`src/rtl/p2s_pkg.sv`:
```
// p2s_pkg: shared types and sizing helpers for the parallel-to-serial gearbox.
//   bit_order_e : which end of the word leaves first
//   beats()     : beats per word for an N-bit word split into W-bit beats
//   cnt_width() : width of a counter that indexes those beats (min 1 bit)
package p2s_pkg;

  typedef enum logic {
    LSB_FIRST = 1'b0,
    MSB_FIRST = 1'b1
  } bit_order_e;

  function automatic int unsigned beats(input int unsigned n, input int unsigned w);
    return n / w;
  endfunction

  function automatic int unsigned cnt_width(input int unsigned k);
    return (k > 1) ? $clog2(k) : 1;
  endfunction

endpackage

```
`src/rtl/p2s_gearbox.sv`:
```
// p2s_gearbox: parallel-to-serial gearbox with a one-word holding buffer.
// N-bit words accepted on the parallel valid/ready port are emitted as
// N/W beats of W bits on the serial valid/ready port. The holding buffer
// lets the next word be accepted while the current one shifts out, so
// consecutive words stream with no idle cycle.
//   clk     : clock, all state updates on posedge
//   rst     : asynchronous, active-high reset
//   p_valid : parallel word offered
//   p_data  : parallel word (N bits)
//   p_ready : block can accept a word this cycle
//   s_ready : sink accepts a beat this cycle
//   s_valid : beat on s_data is valid
//   s_data  : current serial beat (W bits)
//   s_last  : current beat is the final beat of its word
module p2s_gearbox #(
  parameter int unsigned N         = 32,
  parameter int unsigned W         = 4,
  parameter int unsigned MSB_FIRST = 0
) (
  input  logic         clk,
  input  logic         rst,
  input  logic         p_valid,
  input  logic [N-1:0] p_data,
  output logic         p_ready,
  input  logic         s_ready,
  output logic         s_valid,
  output logic [W-1:0] s_data,
  output logic         s_last
);
  import p2s_pkg::*;

  localparam int unsigned K  = beats(N, W);
  localparam int unsigned CW = cnt_width(K);
  localparam logic [CW-1:0] CNT_LAST = CW'(K - 1);
  localparam bit_order_e ORDER = bit_order_e'(MSB_FIRST != 0);

  if ((N % W) != 0 || W > N) begin : g_bad_params
    $error("p2s_gearbox: N must be a multiple of W and W <= N");
  end

  logic [N-1:0]  sh;
  logic [N-1:0]  hold;
  logic          sh_valid;
  logic          hold_valid;
  logic [CW-1:0] cnt;

  logic          p_fire;
  logic          s_fire;
  logic          finish;
  logic [N-1:0]  sh_shifted;

  always_comb begin
    s_valid = sh_valid;
    p_ready = !hold_valid;
    s_last  = sh_valid && (cnt == CNT_LAST);
    s_data  = (ORDER == p2s_pkg::MSB_FIRST) ? sh[N-1 -: W] : sh[W-1:0];
  end

  always_comb begin
    p_fire     = p_valid && p_ready;
    s_fire     = s_valid && s_ready;
    // An idle shifter counts as a completed word so it can be loaded directly.
    finish     = (s_fire && s_last) || !sh_valid;
    sh_shifted = (ORDER == p2s_pkg::MSB_FIRST) ? (sh << W) : (sh >> W);
  end

  always_ff @(posedge clk or posedge rst) begin
    if (rst) begin
      sh         <= '0;
      hold       <= '0;
      sh_valid   <= 1'b0;
      hold_valid <= 1'b0;
      cnt        <= '0;
    end else if (finish) begin
      cnt <= '0;
      if (hold_valid) begin
        // p_ready is low here, so no new word can arrive this cycle.
        sh         <= hold;
        hold_valid <= 1'b0;
        sh_valid   <= 1'b1;
      end else if (p_fire) begin
        sh       <= p_data;
        sh_valid <= 1'b1;
      end else begin
        sh_valid <= 1'b0;
      end
    end else begin
      if (s_fire) begin
        sh  <= sh_shifted;
        cnt <= cnt + 1'b1;
      end
      if (p_fire) begin
        hold       <= p_data;
        hold_valid <= 1'b1;
      end
    end
  end

endmodule

```
`config.mk`:
```
export PLATFORM = sky130hd
export DESIGN_NAME = p2s_gearbox
export DESIGN_NICKNAME = d
export VERILOG_FILES = /design/src/rtl/p2s_pkg.sv /design/src/rtl/p2s_gearbox.sv
export SDC_FILE = /design/constraint.sdc
export NUM_CORES = 1
export LEC_CHECK = 0
export ABC_CLOCK_PERIOD_IN_PS = 1900
export CORE_MARGIN = 4
export CORE_UTILIZATION = 52
export CTS_BUF_LIST = sky130_fd_sc_hd__clkbuf_2 sky130_fd_sc_hd__clkbuf_4 sky130_fd_sc_hd__clkbuf_8
export DETAILED_ROUTE_END_ITERATION = 8
export GPL_TIMING_DRIVEN = 0
export PLACE_DENSITY_LB_ADDON = 0.08
export SYNTH_ARGS = -nofsm -noshare
export SYNTH_HDL_FRONTEND = slang
export SYNTH_SLANG_ARGS = --single-unit
```
`constraint.sdc`:
```
create_clock -name clk -period 1.9 [get_ports clk]
set_input_delay 0.285 -clock clk [delete_from_list [all_inputs] [get_ports clk]]
set_output_delay 0.285 -clock clk [all_outputs]
set_load 0.05 [all_outputs]
```
==> results by group <==
Logic synthesis
  – EDFF count, synth: 0
  – Synthesized area per cell: 14.4 sq um
  – Yosys top cell area share: about half
  – Seq/Total Area, Yosys: between 40% and 50%
  – Syn Nets: roughly 290
  – Post-synthesis cell area: between 0.003 and 0.004 sq mm
  – Ys async rst share: 100%
  – Ys flop type: dfrtp_1
  – Mapped Cells: approximately 250
  – Cell taking the most area after synthesis: dfrtp_1
  – Number of synthesized register bits: just under 70
  – Yosys cell types: 21
  – Yosys warns: 0
  – Area contributors post-synth: dfrtp_1, mux2_4, mux2i_1

Clock tree
  – CTS tree: done
  – H-tree depth: 3
  – CTS Buffer Depth: 2
  – Clk slew on worst S/H paths: 0.07 ns
  – Clock root buffer master: clkbuf_8
  – Post-CTS Hold Fix Bufs: 0
  – Clock Latency Late Sink: 0.34 ns
  – CTS Buf Count: 9
  – TritonCTS Sinks: between 60 and 70

Pwr
  – P_leak: between 2 and 2.5 nW
  – Maximum vdd drop: between 700 and 800 uV
  – PwrDens: 1290 mW/mm^2
  – Total power: ~5.7 mW

Run status
  – Status: complete, no violations

Timing
  – Setup Skew: approximately 0.0077 ns
  – Final worst setup slack: approximately 0.0052 ns
  – Period minus WS final: around 1.9 ns
  – Final Cycle Share: between 90% and 100%
  – Max Fclk: between 0.5 and 0.6 GHz
  – Worst-Margin Slew: between 0.8 and 0.9 ns
  – Relative slew slack: approximately 42%
  – Final Hold Violating Endpoints: 0
  – Total Neg Setup Slack: 0 ns
  – # setup viols final: 0
  – Slew Limit Fails: 0
  – Fin Hold WS: 0.457 ns
  – RSZ-0062 raised after global routing: true

Placement
  – Dpl ws: -0.242 ns
  – Placed Area: between 0.004 and 0.005 sq mm
  – # port buffers: 42
  – GPL Wtd Cong: about 0.72
  – Detailed Place HPWL: roughly 4400 um

Critical path
  – CP Capture Type: flop
  – CP Cell Sequence: ha_2 -> ha_4 -> nand2b_4 -> a22oi_2 -> buf_4 -> buf_8 -> mux2_2
  – Max FO, Critical Path: 5
  – CP required: roughly 2.1 ns
  – R2R Path Start: cnt[1]
  – Terminus of the critical flop-to-flop path: sh[27]
  – Register-to-register setup slack: between 0.005 and 0.006 ns
  – Crit start category: flop
  – WS Path Type: flop to flop
  – CP Buf/Inv Count: 2
  – Reg2Reg Depth: 7
  – Critical Path AT: 2.13 ns
  – Family with the most delay on the worst path: flip-flops
  – CP max stage delay: slightly below 0.4 ns
  – CP max stage cell: dfrtp_1

Floorplan
  – IO Count: 43
  – Row count: 29
  – Initial Utilization: 54.7%
  – Chip Height: around 91 um
  – Total core area: approximately 0.0065 sq mm
  – Die area: between 0.008 and 0.009 sq mm
  – Die X: just over 90 um

Drt
  – Antenna Nets Post-Route: 0
  – Vias/cell: about 5.2
  – Overall routed net length: 6740 um
  – Wire length per cell: between 15 and 20 um
  – Initial DRC count: 94
  – # DRC: 0
  – Pre-antenna DRT Iters: 2
  – Via count: roughly 2,000

Cells and area
  – Post-route cell area: about 0.0044 sq mm
  – Nets@finish: ~340
  – Commonest cells after routing, fill and taps aside: dfrtp_1, mux2i_1, mux2_4, clkdlybuf4s50_1, mux2_2
  – P&R area growth vs syn: 24.8%
  – Fill count: roughly 480
  – N_diodes: 0
  – Commonest non-fill, non-tap cell in the layout: dfrtp_1
  – Share of layout cells above drive strength 1: around two fifths

Global route
  – Largest net degree at the start of global routing: 39
  – GRT overflow: 0
  – Vias in the first global route: ~2,300
  – All-Layer GR Usage: between 10% and 20%
  – Global-route wire length before repair: 11,200 um
  – Initial antenna violation count: 0

Run
  – Max Cap Viol: 0

Hold path
  – Hold Crit Class: primary input to asynchronous set/reset pin
-- power breakdown --
part           switching (mW)  internal [mW]
registers               0.260           2.00
clock network           0.552          0.936
logic                   0.781           1.21
total                    1.59           4.14
-- through the flow --
stage,cells,utilization (%)
floorplan,247,-
global placement,366,62.8
detailed placement,367,63.1
CTS,389,68.0
global route,388,68.3
finish,388,68.3
-- Yosys cell counts, drive strengths merged (2+ instances only) --
library cell and number:
dfrtp 69, buf 17, ha 2, nor2 6, mux2i 45, a22oi 3
mux2 80, nor2b 4, inv 15
-- area by class of cell --
type	count	area, sq um	share of cell area (%)
buffer	17	154	3.47
clock buffer	12	153	3.44
tap	77	96.3	2.17
inverter	15	60.1	1.35
sequential	69	1730	39.0
timing repair buffer	48	473	10.7
multi-input combinational	146	1680	37.8
clock inverter	4	95.1	2.15
-- registers in the layout (all words and copies together) (netlist names) --
register,flops
cnt,3
s_valid,1
hold,32
sh,32
hold_valid,1
-- how the worst max path moves through the flow --
stage            from      to  slack, ns  depth (start not counted)
2_1_floorplan  cnt[0]  sh[20]     -0.002                          6
3_3_place_gp   cnt[0]  sh[24]      -0.19                          6
3_5_place_dp   cnt[0]  sh[24]      -0.24                          6
4_1_cts        cnt[1]  sh[29]       0.01                          7
5_1_grt        cnt[1]   sh[6]      -0.04                          7
6_report       cnt[1]  sh[27]      0.005                          7
-- timing repair --
action	CTS	global route
cloned	2	0
setup endpoints to repair	64	57
buffers inserted	4	0
pin swaps	1	1
gates resized for setup	13	11
-- layer usage --
layer  GRT usage, %  wire length (um)  vias up  part of all wire, %
li1               -                 -      973                    -
met1           22.9              3130     1021                   46
met2           28.2              3260       32                   48
met3           3.33               207        9                  3.1
met4           8.04               136        0                  2.0
met5              0                 0        -                    0
-- cell families (layout without fill, tap and decap cells) --
| kind of cell | after synthesis | in the layout | synth area share (%) |
|---|---|---|---|
| flops | 69 | 69 | 48.6 |
| buf+inv | 32 | 96 | 5.32 |
| fa+ha+maj | 2 | 2 | 0.704 |
| simple gates | 14 | 14 | 2.08 |
| compound gates | 5 | 5 | 1.37 |
| mux | 125 | 125 | 41.9 |
No activity file was read; power rests on OpenSTA's default activity.
